===== config.mk =====
export PLATFORM = sky130hd
export DESIGN_NAME = hazard_stall_ctrl_320_flat
export DESIGN_NICKNAME = d
export VERILOG_FILES = /design/src/rtl/hazard_stall_ctrl_320_if.sv /design/src/rtl/hazard_stall_ctrl_320.sv /design/src/flat_wrapper.sv
export SDC_FILE = /design/constraint.sdc
export NUM_CORES = 1
export LEC_CHECK = 0
export ABC_AREA = 1
export BUFFER_PORTS_ARGS = -buffer_cell sky130_fd_sc_hd__buf_2
export CAP_MARGIN = 25
export CORE_MARGIN = 2
export CORE_UTILIZATION = 50
export CTS_CLUSTER_DIAMETER = 120
export DETAILED_ROUTE_END_ITERATION = 8
export PLACE_DENSITY = 0.77
export SLEW_MARGIN = 10
export SYNTH_ARGS = -nofsm -noshare
export SYNTH_HDL_FRONTEND = slang
export SYNTH_SLANG_ARGS = --single-unit

===== constraint.sdc =====
create_clock -name clk -period 3.9 [get_ports clk]
set_input_delay 0 -clock clk [delete_from_list [all_inputs] [get_ports clk]]
set_output_delay 0 -clock clk [all_outputs]
set_load 0.01 [all_outputs]

===== src/rtl/hazard_stall_ctrl_320_if.sv =====
// Handshake bundle between the pipeline and hazard_stall_ctrl_320.
// HAZARD_STATS_EN adds the stall/flush statistics outputs.
interface hazard_stall_ctrl_320_if;
    logic [4:0]  id_rs;
    logic [4:0]  id_rt;
    logic        id_use_rs;
    logic        id_use_rt;
    logic        ex_memread;
    logic [4:0]  ex_rd;
    logic        ex_branch_taken;
    logic        ex_muldiv_start;
    logic [1:0]  bubble;
    logic        pc_write;
    logic        idex_flush;
    logic        busy;
`ifdef HAZARD_STATS_EN
    logic [15:0] stall_cycles;
    logic [15:0] flush_count;
`endif

    modport master (
        output id_rs, id_rt, id_use_rs, id_use_rt,
        output ex_memread, ex_rd, ex_branch_taken, ex_muldiv_start,
        input  bubble, pc_write, idex_flush, busy
`ifdef HAZARD_STATS_EN
        , input stall_cycles, flush_count
`endif
    );

    modport slave (
        input  id_rs, id_rt, id_use_rs, id_use_rt,
        input  ex_memread, ex_rd, ex_branch_taken, ex_muldiv_start,
        output bubble, pc_write, idex_flush, busy
`ifdef HAZARD_STATS_EN
        , output stall_cycles, flush_count
`endif
    );
endinterface


===== src/rtl/hazard_stall_ctrl_320.sv =====
// Moore hazard controller driving IF-ID stall/flush, PC write and ID-EX flush.
// Optional HAZARD_STATS_EN adds saturating stall-cycle and flush counters.
module hazard_stall_ctrl_320 #(
    parameter int MULDIV_LAT = 32,
    parameter int CNT_W      = 6
) (
    input  logic                     clk,
    input  logic                     regReset,
    hazard_stall_ctrl_320_if.slave   bus
);

    typedef enum logic [1:0] {
        RUN      = 2'd0,
        LD_STALL = 2'd1,
        MD_STALL = 2'd2,
        FLUSH    = 2'd3
    } state_e;

    state_e             state_q, state_d;
    logic [CNT_W-1:0]   cnt_q, cnt_d;
    logic               lu_s;
    logic [1:0]         bubble_q;
    logic               pc_write_q;
    logic               idex_flush_q;
    logic               busy_q;

    // Load-use detection; $0 is hard-wired and never a real producer
    always_comb begin
        lu_s = 1'b0;
        if (bus.ex_memread && (bus.ex_rd != 5'd0)) begin
            lu_s = (bus.id_use_rs && (bus.id_rs == bus.ex_rd)) ||
                   (bus.id_use_rt && (bus.id_rt == bus.ex_rd));
        end else begin
            lu_s = 1'b0;
        end
    end

    // Next-state logic; new hazards are only accepted from RUN
    always_comb begin
        state_d = state_q;
        cnt_d   = cnt_q;
        case (state_q)
            RUN: begin
                if (bus.ex_branch_taken) begin
                    state_d = FLUSH;
                end else if (bus.ex_muldiv_start) begin
                    state_d = MD_STALL;
                    cnt_d   = CNT_W'(MULDIV_LAT - 1);
                end else if (lu_s) begin
                    state_d = LD_STALL;
                end else begin
                    state_d = RUN;
                end
            end
            LD_STALL: state_d = RUN;
            FLUSH:    state_d = RUN;
            MD_STALL: begin
                if (cnt_q == {CNT_W{1'b0}}) begin
                    state_d = RUN;
                end else begin
                    cnt_d = cnt_q - CNT_W'(1);
                end
            end
            default: begin
                state_d = RUN;
                cnt_d   = {CNT_W{1'b0}};
            end
        endcase
    end

    // State, counter and Moore outputs registered from the next state
    always_ff @(posedge clk or posedge regReset) begin
        if (regReset) begin
            state_q      <= RUN;
            cnt_q        <= {CNT_W{1'b0}};
            bubble_q     <= 2'b00;
            pc_write_q   <= 1'b1;
            idex_flush_q <= 1'b0;
            busy_q       <= 1'b0;
        end else begin
            state_q <= state_d;
            cnt_q   <= cnt_d;
            case (state_d)
                RUN: begin
                    bubble_q <= 2'b00; pc_write_q <= 1'b1; idex_flush_q <= 1'b0; busy_q <= 1'b0;
                end
                LD_STALL, MD_STALL: begin
                    bubble_q <= 2'b01; pc_write_q <= 1'b0; idex_flush_q <= 1'b1; busy_q <= 1'b1;
                end
                FLUSH: begin
                    bubble_q <= 2'b10; pc_write_q <= 1'b1; idex_flush_q <= 1'b1; busy_q <= 1'b1;
                end
                default: begin
                    bubble_q <= 2'b00; pc_write_q <= 1'b1; idex_flush_q <= 1'b0; busy_q <= 1'b0;
                end
            endcase
        end
    end

    assign bus.bubble     = bubble_q;
    assign bus.pc_write   = pc_write_q;
    assign bus.idex_flush = idex_flush_q;
    assign bus.busy       = busy_q;

`ifdef HAZARD_STATS_EN
    logic [15:0] stall_cycles_q;
    logic [15:0] flush_count_q;

    // Saturating statistics: cycles spent holding IF-ID, and FLUSH entries
    always_ff @(posedge clk or posedge regReset) begin
        if (regReset) begin
            stall_cycles_q <= 16'd0;
            flush_count_q  <= 16'd0;
        end else begin
            if ((bubble_q == 2'b01) && (stall_cycles_q != 16'hFFFF)) begin
                stall_cycles_q <= stall_cycles_q + 16'd1;
            end
            if ((state_q == RUN) && (state_d == FLUSH) && (flush_count_q != 16'hFFFF)) begin
                flush_count_q <= flush_count_q + 16'd1;
            end
        end
    end

    assign bus.stall_cycles = stall_cycles_q;
    assign bus.flush_count  = flush_count_q;
`endif

endmodule

===== src/flat_wrapper.sv =====
// flat-port wrapper written by rule: the top's interface ports become plain ports
module hazard_stall_ctrl_320_flat 
#(
    parameter int MULDIV_LAT = 32,
    parameter int CNT_W      = 6
)
  (clk, regReset, bus_id_rs, bus_id_rt, bus_id_use_rs, bus_id_use_rt, bus_ex_memread, bus_ex_rd, bus_ex_branch_taken, bus_ex_muldiv_start, bus_bubble, bus_pc_write, bus_idex_flush, bus_busy);
  hazard_stall_ctrl_320_if bus_i ();
  input  logic clk;
  input  logic regReset;
  input wire logic [$bits(bus_i.id_rs)-1:0] bus_id_rs;
  input wire logic [$bits(bus_i.id_rt)-1:0] bus_id_rt;
  input wire logic [$bits(bus_i.id_use_rs)-1:0] bus_id_use_rs;
  input wire logic [$bits(bus_i.id_use_rt)-1:0] bus_id_use_rt;
  input wire logic [$bits(bus_i.ex_memread)-1:0] bus_ex_memread;
  input wire logic [$bits(bus_i.ex_rd)-1:0] bus_ex_rd;
  input wire logic [$bits(bus_i.ex_branch_taken)-1:0] bus_ex_branch_taken;
  input wire logic [$bits(bus_i.ex_muldiv_start)-1:0] bus_ex_muldiv_start;
  output wire logic [$bits(bus_i.bubble)-1:0] bus_bubble;
  output wire logic [$bits(bus_i.pc_write)-1:0] bus_pc_write;
  output wire logic [$bits(bus_i.idex_flush)-1:0] bus_idex_flush;
  output wire logic [$bits(bus_i.busy)-1:0] bus_busy;
  assign bus_i.id_rs = bus_id_rs;
  assign bus_i.id_rt = bus_id_rt;
  assign bus_i.id_use_rs = bus_id_use_rs;
  assign bus_i.id_use_rt = bus_id_use_rt;
  assign bus_i.ex_memread = bus_ex_memread;
  assign bus_i.ex_rd = bus_ex_rd;
  assign bus_i.ex_branch_taken = bus_ex_branch_taken;
  assign bus_i.ex_muldiv_start = bus_ex_muldiv_start;
  assign bus_bubble = bus_i.bubble;
  assign bus_pc_write = bus_i.pc_write;
  assign bus_idex_flush = bus_i.idex_flush;
  assign bus_busy = bus_i.busy;
  hazard_stall_ctrl_320 #(.MULDIV_LAT(MULDIV_LAT), .CNT_W(CNT_W)) u_core (.clk(clk), .regReset(regReset), .bus(bus_i));
endmodule

==> flow_summary.yaml <==
run_status:
  status: "finished, final reports clean"
timing:
  rsz0062_at_grt: "false"
  fin_setup_tns_ns: 0
  finalSetupViolations: 0
  setup_ws_ns: 2.24
  hold_viol_final: 0
  clock.fmax_ghz: 0.604
  slew_headroom_pct: 70.4
  max_slew.worst_pin.slew_ns: 0.443
  fin_worst_skew_ns: 0.00239
  finalCriticalPeriod_ns: 1.66
  drv_slew: 0
  fin_crit_sh_pct: 42.5
  fin_hold_ws_ns: 0.0677
cts:
  cts_root_buffer: "clkbuf_4"
  path_clk_slew_ns: 0.08
  clock_path_buffers: 2
  post-cts-setup-buffers: 0
  worstSkewPairLatency_ns: 0.27
  cts_inserted_buffers: 3
  cts_htree_levels: 1
  cts_tree: "built"
  cts.sinks: 12
synth:
  synth_area_um2: 807
  ys_ff_latch: 12
  synth_area_per_cell_um2: 6.56
  netlist_instances: 123
  synthArstFlopShare_pct: 100
  yosysSeqAreaShare_pct: 37.4
  syn_nets: 148
  ys_types: 20
  synthFlopType: "dfrtp_1"
  synth_edf_count: 0
  ys_warn_count: 0
global_route:
  first_global_vias: 702
  grt-ovfl-total: 0
  grt_max_degree: 13
  grt_use_total_pct: 19.9
  grt_pass1_wl_um: 2760
  antenna_found_initial: 0
routing:
  first_pass_iters: 4
  wl_um: 1560
  ant_nets: 0
  remaining_drc_errors: 0
  vias_per_cell: 4.76
  wire_per_inst_um: 9.22
  vias: 805
  drtIter0Drc: 27
critical_path:
  criticalPathCategory: "flop to flop"
  cp-end-kind: "flop"
  arrival_ns: 1.81
  required_ns: 4.06
  startpoint: "u_core.cnt_q[0]"
  cp-start-kind: "flop"
  path_max_fanout: 6
  worstReg2RegStart: "u_core.cnt_q[0]"
flow_run:
  drv_cap: 0
floorplanning:
  die_y_um: 44.2
  dieWidth_um: 44.2
  dieArea_mm2: 0.00195
  io_pins: 27
  rows: 14
  start_util_pct: 53.6
  core_area_mm2: 0.00151
place:
  io_buffers: 26
  gp_congestion: 0.874
  pre_cts_slack_ns: 2.24
  dp_hpwl_um: 1250
  place_area_um2: 950
power:
  cellPowerDensity_mw_per_mm2: 506
  p_leak_nw: 0.611
  ir_worst_vdd_uv: 317
  total_power_uw: 504
finish:
  drive_gt1_share_pct: 24.8
  area_delta_synth_final_pct: 23.4
  final_cell_mix: "35 x nand2_1, 29 x inv_1, 26 x buf_2, 17 x nor2_1, 11 x dfrtp_1"
  n_antenna_cell: 0
  design_area_um2: 996
  num-fill-cells: 141
  layout_commonest_cell: "nand2_1"
  nets: 179
min_path:
  hold_class: "input pin to flop"
  hp-start: "bus_ex_branch_taken"
[worst paths after layout]
kind                                              to  slack [ns]  cells past startpoint
worst max-delay path            u_core.bus.bubble[0]        2.24                      9
worst min-delay path               u_core.state_q[0]        0.07                      3
worst max register to register  u_core.bus.bubble[0]        2.24                      9
worst min register to register       u_core.cnt_q[4]        0.52                      2
max in group asynchronous        u_core.bus.pc_write        3.30                      3
min in group asynchronous            u_core.cnt_q[3]        0.27                      3
[routing by layer]
| layer | up-vias | track usage, % | routed length [um] | part of all wire (%) |
|---|---|---|---|---|
| met5 | - | 0 | 0 | 0 |
| met4 | 0 | 10.9 | 26 | 1.7 |
| met3 | 4 | 4.90 | 74 | 4.7 |
| met2 | 23 | 34.7 | 786 | 50 |
| met1 | 346 | 22.1 | 672 | 43 |
| li1 | 432 | - | - | - |
[cells by family after synthesis]
group | Yosys count | share of synthesized area, %
AOI/OAI and AO/OA | 10 | 6.67
and+or+nand+nor | 67 | 36.1
buffers and inverters | 31 | 15.2
DFF | 12 | 37.4
adders and majority gates | 3 | 4.65
[metrics by stage]
stage | std cells | util [%]
after global routing | 169 | 66.1
after detailed placement | 164 | 63.0
final | 169 | 66.1
after global placement | 164 | 63.0
after floorplan | 123 | -
after CTS | 169 | 66.1
[what timing repair did]
| action | 4_1_cts | 5_1_grt |
|---|---|---|
| resized for setup | 0 | 0 |
| hold endpoints to repair | 11 | 0 |
| hold buffers | 1 | 0 |
[power by group]
group / switching [mW] / total (mW) / internal, mW
sequential: 0.0182 / 0.189 / 0.171
combinational: 0.139 / 0.216 / 0.0765
clock: 0.0427 / 0.0995 / 0.0568
total: 0.200 / 0.504 / 0.304
[cell type report]
cell class	count	area (um2)	area share (%)
multi-input combinational	80	383	38.4
sequential	12	302	30.3
timing repair buffer	27	140	14.1
inverter	30	115	11.6
clock buffer	4	36.3	3.64
tap	16	20.0	2.01
[sequential cells by signal, summed over array words and instances, names as in the netlist]
signal,count
u_core.bus.bubble,2
u_core.bus.idex_flush,1
u_core.bus.pc_write,1
u_core.cnt_q,6
u_core.state_q,2
[synth_stat cells (2+ instances only)]
cell type,instances,share of area [%]
a21oi_1,3,1.9
dfrtp_1,11,34
ha_1,3,4.7
inv_1,29,13
nand2_1,35,16
nand3_1,6,3.7
nand4_1,2,1.6
nor2_1,17,7.9
nor2_2,3,2.3
o21ai_0,4,2.5
[worst max-delay path, cell delays in order, from the launching register on]
cell and delay (ns):
dfrtp_1 0.36, inv_1 0.14, ha_1 0.16, inv_1 0.05, nor2_2 0.14, nand3_1 0.11, nand2_2 0.12, o21ai_0 0.15
inv_1 0.09, ha_1 0.23
Power figures use the tool's default switching activity.
